File: src/rtl/dmem_arbiter.sv
// Single-port data-memory arbiter: keyboard mirror, CPU port and screen-scan
// engine share one memory slot per cycle; scanned words stream out via a FIFO.
module dmem_arbiter #(
  parameter int ADDR_W       = 15,
  parameter int SCREEN_BASE  = 16384,
  parameter int SCREEN_WORDS = 8192,
  parameter int KBD_ADDR     = 24576,
  parameter int FIFO_DEPTH   = 4,
  parameter int DATA_W       = 16
) (
  input  logic              clk,
  input  logic              rst_n,
  input  logic              cpu_req,
  input  logic              cpu_we,
  input  logic [ADDR_W-1:0] cpu_adr,
  input  logic [DATA_W-1:0] cpu_wdata,
  output logic [DATA_W-1:0] cpu_rdata,
  output logic              cpu_ack,
  input  logic [DATA_W-1:0] kb_in,
  input  logic              scan_en,
  output logic [DATA_W-1:0] pix_data,
  output logic              pix_sof,
  output logic              pix_valid,
  input  logic              pix_ready,
  output logic [ADDR_W-1:0] mem_adr,
  output logic              mem_load,
  output logic [DATA_W-1:0] mem_d_in,
  input  logic [DATA_W-1:0] mem_d_out
);

  localparam int PTR_W = $clog2(FIFO_DEPTH);
  localparam int CNT_W = PTR_W + 1;
  localparam logic [ADDR_W-1:0] SCREEN_BASE_A = ADDR_W'(SCREEN_BASE);
  localparam logic [ADDR_W-1:0] KBD_A         = ADDR_W'(KBD_ADDR);
  localparam logic [ADDR_W-1:0] LAST_IDX      = ADDR_W'(SCREEN_WORDS - 1);
  localparam logic [CNT_W-1:0]  FULL_CNT      = CNT_W'(FIFO_DEPTH);

  typedef enum logic {RR_CPU, RR_SCAN} rr_t;

  rr_t               rr;
  logic [DATA_W-1:0] kb_q;
  logic              kbd_pend;
  logic [ADDR_W-1:0] idx;
  logic [DATA_W:0]   fifo_mem [FIFO_DEPTH];
  logic [PTR_W-1:0]  rd_ptr;
  logic [PTR_W-1:0]  wr_ptr;
  logic [CNT_W-1:0]  count;

  logic req_k, req_c, req_s;
  logic gnt_k, gnt_c, gnt_s;
  logic pop;

  // Grant stage: requests, priority/round-robin and the memory bus drive
  always_comb begin
    req_k = kbd_pend;
    req_c = cpu_req & ~cpu_ack;
    req_s = scan_en & (count < FULL_CNT);
    gnt_k = rst_n & req_k;
    gnt_c = rst_n & ~req_k & req_c & (~req_s | (rr == RR_CPU));
    gnt_s = rst_n & ~req_k & req_s & (~req_c | (rr == RR_SCAN));

    mem_adr  = '0;
    mem_load = 1'b0;
    mem_d_in = '0;
    if (gnt_k) begin
      mem_adr  = KBD_A;
      mem_load = 1'b1;
      mem_d_in = kb_q;
    end else if (gnt_c) begin
      mem_adr  = cpu_adr;
      // The keyboard word belongs to the mirror; CPU writes there are dropped.
      mem_load = cpu_we & (cpu_adr != KBD_A);
      mem_d_in = cpu_wdata;
    end else if (gnt_s) begin
      mem_adr  = SCREEN_BASE_A + idx;
    end
  end

  always_comb begin
    pix_valid = (count != '0);
    pix_data  = '0;
    pix_sof   = 1'b0;
    if (pix_valid) begin
      pix_data = fifo_mem[rd_ptr][DATA_W-1:0];
      pix_sof  = fifo_mem[rd_ptr][DATA_W];
    end
    pop = pix_valid & pix_ready;
  end

  // Response stage: CPU completion, keyboard tracking, scan index and FIFO control
  always_ff @(posedge clk) begin
    if (!rst_n) begin
      cpu_ack   <= 1'b0;
      cpu_rdata <= '0;
      kb_q      <= '0;
      kbd_pend  <= 1'b0;
      rr        <= RR_CPU;
      idx       <= '0;
      rd_ptr    <= '0;
      wr_ptr    <= '0;
      count     <= '0;
    end else begin
      cpu_ack <= gnt_c;
      if (gnt_c)
        cpu_rdata <= mem_d_out;

      // A fresh key code always re-arms the write so only the newest value lands.
      if (kb_in != kb_q) begin
        kb_q     <= kb_in;
        kbd_pend <= 1'b1;
      end else if (gnt_k) begin
        kbd_pend <= 1'b0;
      end

      if (gnt_c)
        rr <= RR_SCAN;
      else if (gnt_s)
        rr <= RR_CPU;

      if (!scan_en) begin
        idx    <= '0;
        rd_ptr <= '0;
        wr_ptr <= '0;
        count  <= '0;
      end else begin
        if (gnt_s) begin
          idx    <= (idx == LAST_IDX) ? '0 : idx + ADDR_W'(1);
          wr_ptr <= wr_ptr + PTR_W'(1);
        end
        if (pop)
          rd_ptr <= rd_ptr + PTR_W'(1);
        case ({gnt_s, pop})
          2'b10:   count <= count + CNT_W'(1);
          2'b01:   count <= count - CNT_W'(1);
          default: count <= count;
        endcase
      end
    end
  end

  // FIFO storage is pure data; validity is carried by count alone.
  always_ff @(posedge clk) begin
    if (gnt_s)
      fifo_mem[wr_ptr] <= {(idx == '0), mem_d_out};
  end

endmodule

File: config.mk
export PLATFORM = sky130hd
export DESIGN_NAME = dmem_arbiter
export DESIGN_NICKNAME = d
export VERILOG_FILES = /design/src/rtl/dmem_arbiter.sv
export SDC_FILE = /design/constraint.sdc
export NUM_CORES = 1
export LEC_CHECK = 0
export BUFFER_PORTS_ARGS = -buffer_cell sky130_fd_sc_hd__buf_4
export CORE_MARGIN = 10
export CORE_UTILIZATION = 57
export DETAILED_ROUTE_END_ITERATION = 8
export PLACE_DENSITY = 0.85
export RECOVER_POWER = 25
export SYNTH_ARGS = -nofsm -noshare
export SYNTH_HDL_FRONTEND = slang
export SYNTH_SLANG_ARGS = --single-unit
File: constraint.sdc
create_clock -name clk -period 4.6 [get_ports clk]
set_input_delay 0.46 -clock clk [delete_from_list [all_inputs] [get_ports clk]]
set_output_delay 0.46 -clock clk [all_outputs]
set_load 0.02 [all_outputs]
### Yosys cells after proc, flatten, opt, wreduce, memory -nomap -nowiden

Memory sizes are Yosys's and may differ from the RTL's. A register that Yosys moved wholly into a read port is not among the register bits.
Cells that the tools add are included.

* memories kept: 1
* register bits: 57
* bits in writable memories: 68
* output and inout bits: 67
* memory bits (read-only): 0
* bits in latches: 0

* bitwise gates (word level): 17
* div/mod/pow operators: 0
* reductions and logical operators: 6
* equal/unequal tests: 5
* multiplexer cells: 19
* multipliers: 0
* order comparisons: 1
* shifts and indexed selects: 0
* $add $sub $neg: 6

Memories
* fifo_mem: words 4, width 17, read ports 1, clocked after Yosys merged registers in 1, write ports 1, RTL line 44 `logic [DATA_W:0] fifo_mem [FIFO_DEPTH];`

Operators with widths (number)
* 2-to-1 mux 15 bit: 4
* 2-to-1 mux 16 bit: 3
* != test 16 bit: 1
* adder 15 x 1 -> 15 bit, second input constant: 1
* adder 15 bit, first input constant: 1
* == test 15 x 13 -> 1 bit, second input constant: 1
* logical NOT 15 bit: 1
* != test 15 bit, second input constant: 1
* bitwise AND 1 bit: 10
* 2-to-1 mux 1 bit: 9
* one-hot mux 3 bit (2 select lines): 1
* nonzero test 2 bit: 3
* NOT 1 bit: 5
* adder 2 x 1 -> 2 bit, second input constant: 2
* 2-to-1 mux 2 bit: 2
* adder 3 x 1 -> 3 bit, second input constant: 1
* < comparator 3 bit, second input constant: 1
* nonzero test 3 bit: 1
* subtractor 3 x 1 -> 3 bit, second input constant: 1
* == test 2 x 1 -> 1 bit, second input constant: 1
* == test 2 bit, second input constant: 1
* bitwise OR 1 bit: 2
* AND reduction 2 bit: 1

### Depth between registers and ports, before layout

* depth in word-level cells: 8
* depth in mapped cells: 9
* mapped depth without buffers: 9

### Least setup slack after synthesis

No wires, ideal clock.

* path type: input to register
* start: in cpu_req
* end: reg count[2]
* cell stages on the path: 9
* setup slack: 2.358 ns
* required time: 4.530 ns
* arrival: 2.172 ns
* setup time: 0.070 ns
* path through: nor3b_2 -> nor2_2 -> inv_1 -> ha_1 -> inv_1 -> fa_1 -> xor2_1 -> or3_1 -> a21oi_1

* longest elaborated chain between the ends: 6

RTL lines
* from (decl): RTL line 13 `input logic cpu_req,`
* bitwise AND 1 bit (*): RTL line 56 `req_c = cpu_req & ~cpu_ack;`
* NOT 1 bit (*): RTL line 60 `gnt_s = rst_n & ~req_k & req_s & (~req_c | (rr == RR_SCAN));`
* bitwise OR 1 bit (*): RTL line 60
* bitwise AND 1 bit (*): RTL line 60
* == test 2 x 1 -> 1 bit / == test 2 bit (equally long branches): RTL line 132 `case ({gnt_s, pop})`
* one-hot mux 3 bit (2 select lines) / nonzero test 2 bit (equally long branches)
* to (signal assigned): RTL line 133 `2'b10: count <= count + CNT_W'(1);`
* to (signal assigned): RTL line 134 `2'b01: count <= count - CNT_W'(1);`
* to (signal assigned): RTL line 135 `default: count <= count;`
* to (decl): RTL line 47 `logic [CNT_W-1:0] count;`

Mark *: on every way between the ends. The rest lies on a longest branch, timed or not.
A chain may end at the register's enable or synchronous reset.

### Worst setup path in the final report

* start: reg rr
* end: out mem_adr[14]

* longest elaborated chain between the ends: 5

RTL lines
* from (decl): RTL line 40 `rr_t rr;`
* from (signal assigned): RTL line 97 `rr <= RR_CPU;`
* from (signal assigned): RTL line 116 `rr <= RR_SCAN;`
* from (signal assigned): RTL line 118 `rr <= RR_CPU;`
* bitwise OR 1 bit / NOT 1 bit (equally long branches): RTL line 60, 59
* bitwise AND 1 bit / bitwise OR 1 bit (equally long branches): RTL line 60, 59
* 2-to-1 mux 15 bit / bitwise AND 1 bit (equally long branches): RTL line 74, 59
* 2-to-1 mux 15 bit (*): RTL line 69 `end else if (gnt_c) begin`
* 2-to-1 mux 15 bit (*): RTL line 65 `if (gnt_k) begin`
* to (decl): RTL line 25 `output logic [ADDR_W-1:0] mem_adr,`

Marked as above.

==> metrics.md <==
| Metric | Value |
|---|---|
| RSZ-0062 raised after global routing | `false` |
| Crit-path max FO | `33` |
| Leakage | `roughly 2.6 nW` |
| Final Cycle Share | `0.723` |
| Final instance area | `about 0.0071 mm^2` |
| Drt total wl | `approximately 13,000 um` |
| Worst r2r path cells | `8` |
| Async SR Flop Fraction | `0` |
| Number of max-cap violations | `0` |
| Distinct cells, synth | `42` |
| R2R Setup Slk | `2.02 ns` |
| Row count | `35` |
| GP Congestion | `0.863` |
| CP Launch Point | `rr` |
| Post-CTS Setup Bufs | `0` |
| Largest net degree at the start of global routing | `40` |
| Num CTS Buffers | `17` |
| Met3 Use GR | `0.0820` |
| Total grt overflow | `0` |
| Reg2Reg Launch Point | `count[2]` |
| Setup violators final | `0` |
| Cts repair resizes | `0` |
| Gr usage total | `0.193` |
| Seq cells post-synth | `127` |
| Met1 Usage GRT | `0.211` |
| Die Wd | `between 100 and 150 um` |
| IO Count | `136` |
| Worst Path Required | `4.14 ns` |
| Clk root buf | `clkbuf_8` |
| Post-Syn Area per Cell | `roughly 13 um^2` |
| Die height | `118 um` |
| Power Density | `389 mW/mm^2` |
| Storage cell area | `0.00322 mm^2` |
| Clock Path Buffers | `2` |
| # fillers | `612` |
| Drt pass-1 iters | `5` |
| Routed len/inst | `18.9 um` |
| Antenna cell count | `0` |
| FF-to-FF End | `count[2]` |
| Gr busiest metal | `met2` |
| DPL Wire Length | `9660 um` |
| Post-synth EDFFs | `68` |
| PortBufs | `135` |
| Max-slew violations | `0` |
| Hold_buf cts | `0` |
| Maximum clock rate | `approximately 0.3 GHz` |
| CTS tree | `done` |
| Met2 Use GR | `0.324` |
| Final net count | `637` |
| Initial core utilization | `0.585` |
| Clock transition at the registers of the reported paths | `0.06 ns` |
| Area occupied by multi-input gates | `0.00208 mm^2` |
| First-pass GRT wire length | `21,700 um` |
| Slew headroom | `0.211` |
| Status | `complete, no violations` |
| Crit end category | `primary output` |
| Hold Path Class | `input pin to flip-flop` |
| Least-Margin Pin Slew | `roughly 1.2 ns` |
| Mapped cell area | `0.00543 mm^2` |
| Sinks on Clock Net | `127` |
| Syn Inst Count | `between 400 and 500` |
| CP Launch Type | `flip-flop` |
| Number of global-route vias before repair | `4,287` |
| Initial antenna violation count | `0` |
| Residual DRC count | `0` |
| Iteration-0 DRC count of the detailed router | `around 260` |
| Syn nets | `503` |
| Die area | `approximately 0.014 mm^2` |
| Skew final | `0.00705 ns` |
| Leading register cell type out of synthesis | `edfxtp_1` |
| Critical Path AT | `2.87 ns` |
| Fin crit period | `3.33 ns` |
| Area of the core | `0.00928 mm^2` |
| Placed inst area | `0.00653 mm^2` |
| Synth warn | `0` |
| Final ANT Viol Nets | `0` |
| Area Growth Syn to Fin | `30.2%` |
| Share of cells above drive strength 1 | `0.311` |
| Vias | `3,882` |
| Vias per inst | `5.53` |
| Clk_lat worst skew | `0.51 ns` |
| Setup TNS | `0 ns` |
| End point of the critical path | `mem_adr[14]` |
| Htree depth | `4` |
| Hold path depth | `2` |
| Critical path class | `flip-flop to primary output` |
| Worst vdd ir | `0.271 mV` |
| Final Hold Fails | `0` |
| Register area share after synthesis | `0.593` |
-- where the power goes --
part	switching, mW	internal (mW)	total (mW)
logic	0.100	0.0925	0.193
registers	0.0132	1.21	1.23
clock network	0.503	0.831	1.33
total	0.616	2.14	2.75
-- cells by family (layout without fill, tap and decap cells) --
family,after synthesis,count (layout),share of synthesized area
flops,127,127,0.593
compound gates,60,60,0.0877
fa+ha+maj,8,8,0.0198
buf+inv,32,179,0.0235
mux,18,18,0.0725
simple gates,150,150,0.153
xor+xnor,31,31,0.0500
-- state kept, by name, indices dropped and copies added, names as in the netlist, named ones only --
register,flops
kbd_pend,1
wr_ptr,2
count,3
cpu_rdata,16
fifo_mem,68
kb_q,16
rr,1
rd_ptr,2
idx,15
cpu_ack,1
-- synth_stat cells, types with 6 or more instances --
master / count / share of area
edfxtp_1: 68 / 0.38
dfxtp_1: 59 / 0.22
nand2_1: 48 / 0.033
and2_1: 39 / 0.045
a22o_1: 27 / 0.044
nor2_1: 22 / 0.015
xnor2_1: 18 / 0.029
a21boi_0: 17 / 0.023
mux4_2: 17 / 0.070
clkbuf_1: 15 / 0.010
xor2_1: 13 / 0.021
nand4_1: 11 / 0.013
inv_1: 10 / 0.0069
ha_1: 7 / 0.016
buf_2: 6 / 0.0055
-- critical path: stages (launching register included) --
cell and delay (ns):
dfxtp_1 0.37, nand2_1 0.08, o21ai_2 0.61, inv_1 0.67
a221o_1 0.46, buf_4 0.16
-- cells in the final DEF (no fill, tap or decap), types with 4 or more instances in the layout --
| master | instances |
|---|---|
| a21oi_1 | 4 |
| and4_1 | 4 |
| o21ai_0 | 4 |
| ha_1 | 7 |
| a22o_1 | 27 |
| xnor2_1 | 18 |
| clkinv_4 | 5 |
| edfxtp_1 | 68 |
| clkbuf_1 | 16 |
| xor2_1 | 13 |
| buf_4 | 121 |
| nand3_1 | 4 |
| nand4_1 | 11 |
| dfxtp_1 | 59 |
| clkbuf_16 | 16 |
| a21boi_0 | 17 |
| and2_1 | 39 |
| nand2_1 | 48 |
| nor2_1 | 22 |
| mux4_2 | 17 |
| inv_1 | 10 |
-- worst min-delay path by stage --
stage	startpoint	endpoint
2_1_floorplan	wr_ptr[0]	wr_ptr[0]
3_3_place_gp	cpu_rdata[9]	cpu_rdata[9]
3_5_place_dp	cpu_rdata[7]	cpu_rdata[7]
4_1_cts	mem_d_out[0]	fifo_mem[3][0]
5_1_grt	kb_in[10]	kb_q[10]
6_report	kb_in[12]	kb_q[12]
-- through the flow --
| step | setup WS (ns) | hold WS [ns] | utilization | std cells | total power [mW] |
|---|---|---|---|---|---|
| finish | 1.27 | 0.163 | 0.762 | 702 | 2.75 |
| global route | 1.00 | 0.154 | 0.762 | 702 | 2.84 |
| CTS | 1.21 | 0.136 | 0.768 | 702 | 2.77 |
| detailed placement | 1.54 | 0.466 | 0.704 | 670 | 1.45 |
| global placement | 1.63 | 0.464 | 0.704 | 670 | 1.44 |
| floorplan | 2.36 | 0.466 | - | 426 | 1.34 |
-- final cells by class --
class,instances,share of cell area
Clock inverter,15,0.0264
Multi-Input combinational cell,267,0.294
Sequential cell,127,0.456
Inverter,10,0.00531
Timing Repair Buffer,137,0.137
Tap cell,129,0.0228
Clock buffer,17,0.0585
-- per-layer routing --
layer,routed length (um),up-vias
li1,-,1818
met1,5270,1864
met2,6570,169
met3,1170,31
met4,272,0
met5,0,-
No activity file was read; power rests on OpenSTA's default activity.
